<file path="src/rtl/fetch_sequencer_pkg.sv">
// Shared definitions for the fetch sequencer slice.
// Holds the default parameter values, the sequencer state encoding, the
// reserved halt encoding and the opcode constants used by decode.
package fetch_sequencer_pkg;

  localparam int          ADDR_W_DEF    = 4;
  localparam int          DATA_W_DEF    = 32;
  localparam logic [31:0] HALT_WORD_DEF = 32'hFFFF_FFFF;

  typedef enum logic [1:0] {
    ST_BOOT = 2'd0,
    ST_RUN  = 2'd1,
    ST_HALT = 2'd2
  } state_e;

  // Primary opcodes (instruction bits [31:26]) seen by decode
  localparam logic [5:0] OP_LW  = 6'b100011;
  localparam logic [5:0] OP_SW  = 6'b101011;
  localparam logic [5:0] OP_BEQ = 6'b000100;
  localparam logic [5:0] OP_J   = 6'b000010;

endpackage

</file>
<file path="src/rtl/fetch_sequencer_pc_next.sv">
// pc_next_logic: combinational next-PC selection for the RUN state.
// Ports:
//   pc            current word address
//   stall         hold pc (any redirect this cycle is dropped)
//   jump          unconditional jump, target = jump_target[ADDR_W-1:0]
//   jump_target   26-bit jump field from decode
//   branch_taken  conditional branch, target = pc + 1 + offset
//   branch_offset 16-bit signed word offset from decode
//   pc_next       selected next pc (jump > branch > sequential)
module pc_next_logic #(
  parameter int ADDR_W = 4
) (
  input  logic [ADDR_W-1:0] pc,
  input  logic              stall,
  input  logic              jump,
  input  logic [25:0]       jump_target,
  input  logic              branch_taken,
  input  logic [15:0]       branch_offset,
  output logic [ADDR_W-1:0] pc_next
);

  // Only the low ADDR_W bits of the offset matter: the sum wraps modulo
  // the memory depth, so sign extension beyond ADDR_W cannot change it.
  logic [ADDR_W-1:0] pc_inc;
  logic [ADDR_W-1:0] pc_br;

  assign pc_inc = pc + ADDR_W'(1);
  assign pc_br  = pc_inc + branch_offset[ADDR_W-1:0];

  always_comb begin
    pc_next = pc_inc;
    if (stall)             pc_next = pc;
    else if (jump)         pc_next = jump_target[ADDR_W-1:0];
    else if (branch_taken) pc_next = pc_br;
  end

  // Upper field bits fall outside the addressable range
  logic unused_bits;
  assign unused_bits = ^{jump_target[25:ADDR_W], branch_offset[15:ADDR_W]};

endmodule

</file>
<file path="src/rtl/fetch_sequencer.sv">
// fetch_sequencer: owns the instruction memory address and write ports.
// BOOT: accepts program words on a valid/ready stream and writes them
//       to consecutive addresses starting at 0.
// RUN : drives instruction_addr = pc, advances pc sequentially or on
//       branch/jump redirect, holds on stall, detects the halt word.
// HALT: sticky until reset.
// Ports:
//   clk, rst (async, active low)
//   load_valid/load_data/load_last/load_ready  program load stream
//   imem_we/imem_waddr/imem_wdata               memory write port
//   instruction_addr/instruction                memory read port (comb read)
//   stall/branch_taken/branch_offset/jump/jump_target  redirect controls
//   fetch_valid, halt, loaded_words             status
module fetch_sequencer
  import fetch_sequencer_pkg::*;
#(
  parameter int                ADDR_W    = ADDR_W_DEF,
  parameter int                DATA_W    = DATA_W_DEF,
  parameter logic [DATA_W-1:0] HALT_WORD = DATA_W'(HALT_WORD_DEF)
) (
  input  logic              clk,
  input  logic              rst,
  input  logic              load_valid,
  input  logic [DATA_W-1:0] load_data,
  input  logic              load_last,
  output logic              load_ready,
  output logic              imem_we,
  output logic [ADDR_W-1:0] imem_waddr,
  output logic [DATA_W-1:0] imem_wdata,
  output logic [ADDR_W-1:0] instruction_addr,
  input  logic [DATA_W-1:0] instruction,
  input  logic              stall,
  input  logic              branch_taken,
  input  logic [15:0]       branch_offset,
  input  logic              jump,
  input  logic [25:0]       jump_target,
  output logic              fetch_valid,
  output logic              halt,
  output logic [ADDR_W:0]   loaded_words
);

  state_e            state_q, state_d;
  logic [ADDR_W-1:0] pc_q, pc_d;
  logic [ADDR_W-1:0] wptr_q, wptr_d;
  logic [ADDR_W:0]   cnt_q, cnt_d;

  logic [ADDR_W-1:0] pc_next;
  logic              load_fire;
  logic              load_done;
  logic              halt_hit;

  pc_next_logic #(.ADDR_W(ADDR_W)) u_pc_next (
    .pc            (pc_q),
    .stall         (stall),
    .jump          (jump),
    .jump_target   (jump_target),
    .branch_taken  (branch_taken),
    .branch_offset (branch_offset),
    .pc_next       (pc_next)
  );

  assign load_fire = (state_q == ST_BOOT) && load_valid;
  // Boot ends on the explicit last word or when the top address is written
  assign load_done = load_fire && (load_last || (wptr_q == {ADDR_W{1'b1}}));
  // A stalled halt word is not yet consumed, so it cannot halt
  assign halt_hit  = (state_q == ST_RUN) && !stall && (instruction == HALT_WORD);

  // State register
  always_ff @(posedge clk or negedge rst) begin
    if (!rst) begin
      state_q <= ST_BOOT;
      pc_q    <= '0;
      wptr_q  <= '0;
      cnt_q   <= '0;
    end else begin
      state_q <= state_d;
      pc_q    <= pc_d;
      wptr_q  <= wptr_d;
      cnt_q   <= cnt_d;
    end
  end

  // Next state
  always_comb begin
    state_d = state_q;
    case (state_q)
      ST_BOOT: if (load_done) state_d = ST_RUN;
      ST_RUN:  if (halt_hit)  state_d = ST_HALT;
      ST_HALT: state_d = ST_HALT;
      default: state_d = ST_BOOT;
    endcase
  end

  // Datapath next values
  always_comb begin
    pc_d   = pc_q;
    wptr_d = wptr_q;
    cnt_d  = cnt_q;
    case (state_q)
      ST_BOOT: begin
        // pc stays at 0 so RUN starts fetching from the first loaded word
        pc_d = '0;
        if (load_fire) begin
          wptr_d = wptr_q + ADDR_W'(1);
          cnt_d  = cnt_q + (ADDR_W+1)'(1);
        end
      end
      // Halt check wins over any redirect; pc keeps the halt word address
      ST_RUN:  if (!halt_hit) pc_d = pc_next;
      default: pc_d = pc_q;
    endcase
  end

  // Outputs
  always_comb begin
    load_ready  = 1'b0;
    imem_we     = 1'b0;
    fetch_valid = 1'b0;
    halt        = 1'b0;
    case (state_q)
      ST_BOOT: begin
        load_ready = 1'b1;
        imem_we    = load_valid;
      end
      ST_RUN:  fetch_valid = 1'b1;
      ST_HALT: halt        = 1'b1;
      default: ;
    endcase
  end

  assign imem_waddr       = wptr_q;
  assign imem_wdata       = load_data;
  assign instruction_addr = pc_q;
  assign loaded_words     = cnt_q;

endmodule

</file>
<file path="config.mk">
export PLATFORM = sky130hd
export DESIGN_NAME = fetch_sequencer
export DESIGN_NICKNAME = d
export VERILOG_FILES = /design/src/rtl/fetch_sequencer_pkg.sv /design/src/rtl/fetch_sequencer_pc_next.sv /design/src/rtl/fetch_sequencer.sv
export SDC_FILE = /design/constraint.sdc
export NUM_CORES = 1
export LEC_CHECK = 0
export ABC_AREA = 0
export BUFFER_PORTS_ARGS = -buffer_cell sky130_fd_sc_hd__buf_4
export CAP_MARGIN = 20
export CORE_ASPECT_RATIO = 1.25
export CORE_MARGIN = 10
export CORE_UTILIZATION = 32
export CTS_CLUSTER_SIZE = 28
export DETAILED_ROUTE_END_ITERATION = 8
export PLACE_DENSITY = 0.81
export SLEW_MARGIN = 0
export SYNTH_ARGS = -nofsm -noshare
export SYNTH_HDL_FRONTEND = slang
export SYNTH_SLANG_ARGS = --single-unit
</file>
<file path="constraint.sdc">
create_clock -name clk -period 3 [get_ports clk]
set_input_delay 0.15 -clock clk [delete_from_list [all_inputs] [get_ports clk]]
set_output_delay 0.15 -clock clk [all_outputs]
set_load 0.005 [all_outputs]
</file>
# After elaboration in Yosys (flattened, before gate mapping)
# Cells that the tools add are included.
[op_classes] add_sub_neg=4 n_eq_ne=8 n_reduce_logical=11 mux=12
[op_table] op="$eq A32 B32 Y1 const B" n=1
[op_table] op="$mux W4" n=4
[op_table] op="$add A4 B1 Y4 const B" n=2
[op_table] op="$ne A2 B2 Y1 const B" n=4
[op_table] op="$pmux W4 S2" n=1
[op_table] op="$pmux W2 S3" n=1
[op_table] op="$add A5 B1 Y5 const B" n=1
[op_table] op="$add A4 B4 Y4" n=1
[op_table] op="$eq A4 B4 Y1 const B" n=1
[op_table] op="$logic_and A1 B1 Y1" n=4
[op_table] op="$mux W1" n=4
[op_table] op="$mux W2" n=2
[op_table] op="$reduce_and A2 Y1" n=2
[op_table] op="$reduce_and A3 Y1" n=1
[op_table] op="$eq A2 B1 Y1 const B" n=1
[op_table] op="$eq A2 B2 Y1 const B" n=1
[op_table] op="$logic_not A2 Y1" n=1
[op_table] op="$reduce_bool A2 Y1" n=1
[op_table] op="$logic_not A1 Y1" n=1
[op_table] op="$logic_or A1 B1 Y1" n=1
[word_totals] output_inout_bits=49 elab_cells=39 inputBits=113 register_bits=15

# Longest topological paths before layout
[depth] ltp_word=7 depth_mapped=9 mapped_depth_nobuf=9

# By module
# Synthesis repeated with hierarchy kept, for this count alone.
[unflattened] hier_cells=166 hier_area_um2=1445.1
[modules_own_cells] module="fetch_sequencer" cells_each=130 area_each_um2=1177.4 instances=1
[modules_own_cells] module="pc_next_logic" cells_each=36 area_each_um2=267.8 instances=1

# Worst setup path before layout
# Ideal clock, no wire load.
[synth_timing] path_kind="reg2reg" from="register pc_q[0] (netlist: instruction_addr[0])" to="register pc_q[3] (netlist: instruction_addr[3])" arrival_time_ns=2.104 synth_period_minus_slack_ns=2.183 path_buffers=0 stages_incl_launch_ff=9 slack_ns=0.817 required_time_ns=2.921 path_cell_list="dfrtp_1 -> ha_1 -> xor2_1 -> ha_1 -> a21oi_1 -> a211oi_1 -> or4_1 -> and3_1 -> mux2i_1"
[synth_between] elab_chain_cells=7
[synth_lines] item="from (decl)" line_no="fetch_sequencer.sv:43" source="logic [ADDR_W-1:0] pc_q, pc_d;"
[synth_lines] item="from (signal assigned)" line_no="fetch_sequencer.sv:77" source="pc_q <= pc_d;"
[synth_lines] item="$add A4 B1 Y4 *" line_no="fetch_sequencer_pc_next.sv:27" source="assign pc_inc = pc + ADDR_W'(1);"
[synth_lines] item="$add A4 B4 Y4" line_no="fetch_sequencer_pc_next.sv:28" source="assign pc_br = pc_inc + branch_offset[ADDR_W-1:0];"
[synth_lines] item="$mux W4 *" line_no="fetch_sequencer_pc_next.sv:34" source="else if (branch_taken) pc_next = pc_br;"
[synth_lines] item="$mux W4 *" line_no="fetch_sequencer_pc_next.sv:33" source="else if (jump) pc_next = jump_target[ADDR_W-1:0];"
[synth_lines] item="$mux W4 *" line_no="fetch_sequencer_pc_next.sv:32" source="if (stall) pc_next = pc;"
[synth_lines] item="$mux W4 *" line_no="fetch_sequencer.sv:109" source="ST_RUN: if (!halt_hit) pc_d = pc_next;"
[synth_lines] item="$pmux W4 S2 *" line_no="fetch_sequencer.sv:99" source="case (state_q)"
# Mark *: on every way between the ends. The rest lies on a longest branch, timed or not. The select of a mux whose other input is x is not followed.
# A chain may end at the register's enable or synchronous reset.

# Worst setup path after layout
# Same ends and word-level chain as after synthesis.

==> results.yml <==
synthesis:
  synthTopCellsByArea: "dfrtp_1 (30%), buf_4 (19%), ha_1 (8.9%), nand2_1 (5.9%), xnor2_1 (4.8%)"
  synth_top_area_share: 0.296
  ys.flop_type: "dfrtp_1"
  syn_nets: 264
  synth-seq-cells: 15
  async_flop_share: 1.00
  ys_types: 30
  postSynthCellCount: 141
  yosysWarningCount: 0
  synth_area_per_cell_um2: 9.01
  synth_edf_count: 0
  ys_seq_area_frac: 0.296
  syn-cell-area_mm2: 0.00127
  yosysTopAreaCell: "dfrtp_1"
timing:
  report.final.slew_viol_count: 0
  setup_violations: 0
  holdWs_ns: 0.225
  fin_tns_setup_ns: 0
  finalCritPeriodShare: 0.775
  slew_headroom: 0.793
  hold_violations: 0
  max_freq_mhz: 430
  worstMarginPinSlew_ns: 0.308
  period_needed_ns: 2.32
  skew_ns: 0.00191
  rsz0062_at_grt: "false"
floorplan:
  rows: 25
  die-area_mm2: 0.00690
  io-pin-count: 162
  die_y_um: 90.4
  dieWidth_um: 76.3
  core_mm2: 0.00382
  initial_utilization: 0.333
drt:
  first_pass_iters: 4
  drt_iter0_drc: 31
  viasPerCell: 4.55
  antenna_left: 0
  wire_per_inst_um: 14.1
  drc_errors: 0
  wirelength_um: 3230
  via_count: 1046
pwr:
  p_leak_uw: 0.000779
  ir_drop_mv: 0.359
  power_density_mw_per_mm2: 676
finish:
  n_fill_cell: 422
  final_util: 0.423
  regArea_um2: 375
  final_layout_size_suffix_gt1_frac: 0.403
  nNetsFinal: 300
  diodes: 0
  fin_cells: 230
  multi_input_area_um2: 609
  area_growth_pct: 27.1
grt:
  grtUsageTotal: 0.0858
  grt_pass1_wl_um: 5020
  antenna_found_initial: 0
  grt_max_degree: 16
  grt_overflow: 0
  grt_pass1_vias: 1116
worst_setup_path:
  critPathCaptureType: "flip-flop"
  reg2reg_depth: 8
  start_kind: "flip-flop"
  worstPathArrival_ns: 2.49
  path_class: "flip-flop to flip-flop"
  critPathRequiredTime_ns: 3.16
  path_max_fanout: 6
  r2r-start: "instruction_addr[0]"
  r2r_setup_slack_ns: 0.68
  rr_endpoint: "instruction_addr[3]"
outcome:
  status: "finished, final reports clean"
cts:
  cts_root_buf: "clkbuf_8"
  clk_path_buf_depth: 2
  cts_buffers: 3
  cts_tree: "built"
  path_clk_slew_ns: 0.06
  cts_max_level: 1
  clk_latency_ns: 0.24
  cts.sinks: 15
placed_design:
  gp_congestion: 0.754
  dp.cells: 225
  portBuffers: 63
  hpwl_um: 2810
run:
  drv_cap: 0
worst_hold_path:
  whs_path_depth: 3
  hold_class: "primary input to flip-flop"
  hp-start: "stall"
  min_to: "instruction_addr[1]"
## power breakdown
part	switching (uW)	internal (uW)
Clock	62.5	93.7
Sequential	92.9	289
Combinational	243	310
Total	399	693
## area by class of cell
type	instances	area share
Multi-Input combinational cell	84	0.378
Sequential cell	15	0.233
Tap cell	54	0.0419
Timing Repair Buffer	64	0.299
Inverter	9	0.0209
Clock buffer	4	0.0279
## synth_stat cells, drive strengths merged (4+ instances only)
master   n
inv      8
buf     33
o211ai   4
nand2   20
xnor2    7
nand4    9
dfrtp   15
o21ai    5
ha       9
## stage by stage
step / setup WS, ns / cell area [um^2] / total power, uW
6_report: 0.675 / 1610 / 1090
3_5_place_dp: 0.691 / 1560 / 952
2_1_floorplan: 0.817 / 1270 / 705
4_1_cts: 0.678 / 1610 / 1120
3_3_place_gp: 0.710 / 1560 / 928
5_1_grt: 0.548 / 1610 / 1200
## cell families after synthesis
kind of cell	count (synthesis)	synth area share
muxes	4	0.0325
DFF	15	0.296
buffers and inverters	42	0.225
and+or+nand+nor	44	0.195
AOI/OAI and AO/OA	16	0.0788
adders and majority gates	10	0.104
xor gates and xnor gates	10	0.0690
## flip-flops by register name, indices dropped and copies added, names as in the netlist
| signal | count |
|---|---|
| loaded_words | 5 |
| state_q | 2 |
| instruction_addr | 4 |
| imem_waddr | 4 |
## critical path: stages, from the launching register on
cell	delay, ns
dfrtp_1	0.44
ha_1	0.23
xor2_1	0.17
ha_1	0.33
a21oi_1	0.20
a211oi_1	0.11
or4_1	0.49
and3_1	0.16
mux2i_1	0.12
## placed cells by master, fill, tap and decap left out, drive strengths merged, types with 2 or more instances in the layout
master and n:
nand3 3, dfrtp 15, inv 8, nor4 2
a21oi 3, nand4b 2, o21ai 5, xnor2 7
clkbuf 4, ha 9, buf 63, nand4 9
and3 3, xor2 3, o211ai 4, mux2i 3
nand2 20
## metal layers
layer | vias to the layer above | global-route usage | part of all wire
li1 | 526 | - | -
met1 | 487 | 0.0878 | 0.38
met2 | 33 | 0.158 | 0.54
met3 | 0 | 0.0369 | 0.087
met4 | 0 | 0.0155 | 0
met5 | - | 0 | 0
## what timing repair did
action	CTS	global route
buffers inserted	0	0
setup endpoints to repair	0	0
hold endpoints to repair	15	0
resized for setup	0	0
hold buffers	1	0
## how the worst max path moves through the flow
| stage | endpoint | cells after the start | from |
|---|---|---|---|
| final | instruction_addr[3] | 8 | instruction_addr[0] |
| after global routing | instruction_addr[3] | 8 | instruction_addr[0] |
| after CTS | instruction_addr[3] | 8 | instruction_addr[0] |
| after detailed placement | instruction_addr[3] | 8 | instruction_addr[0] |
| after global placement | instruction_addr[3] | 8 | instruction_addr[0] |
| after floorplan | instruction_addr[3] | 8 | instruction_addr[0] |
(Power assumes the default switching activity.)
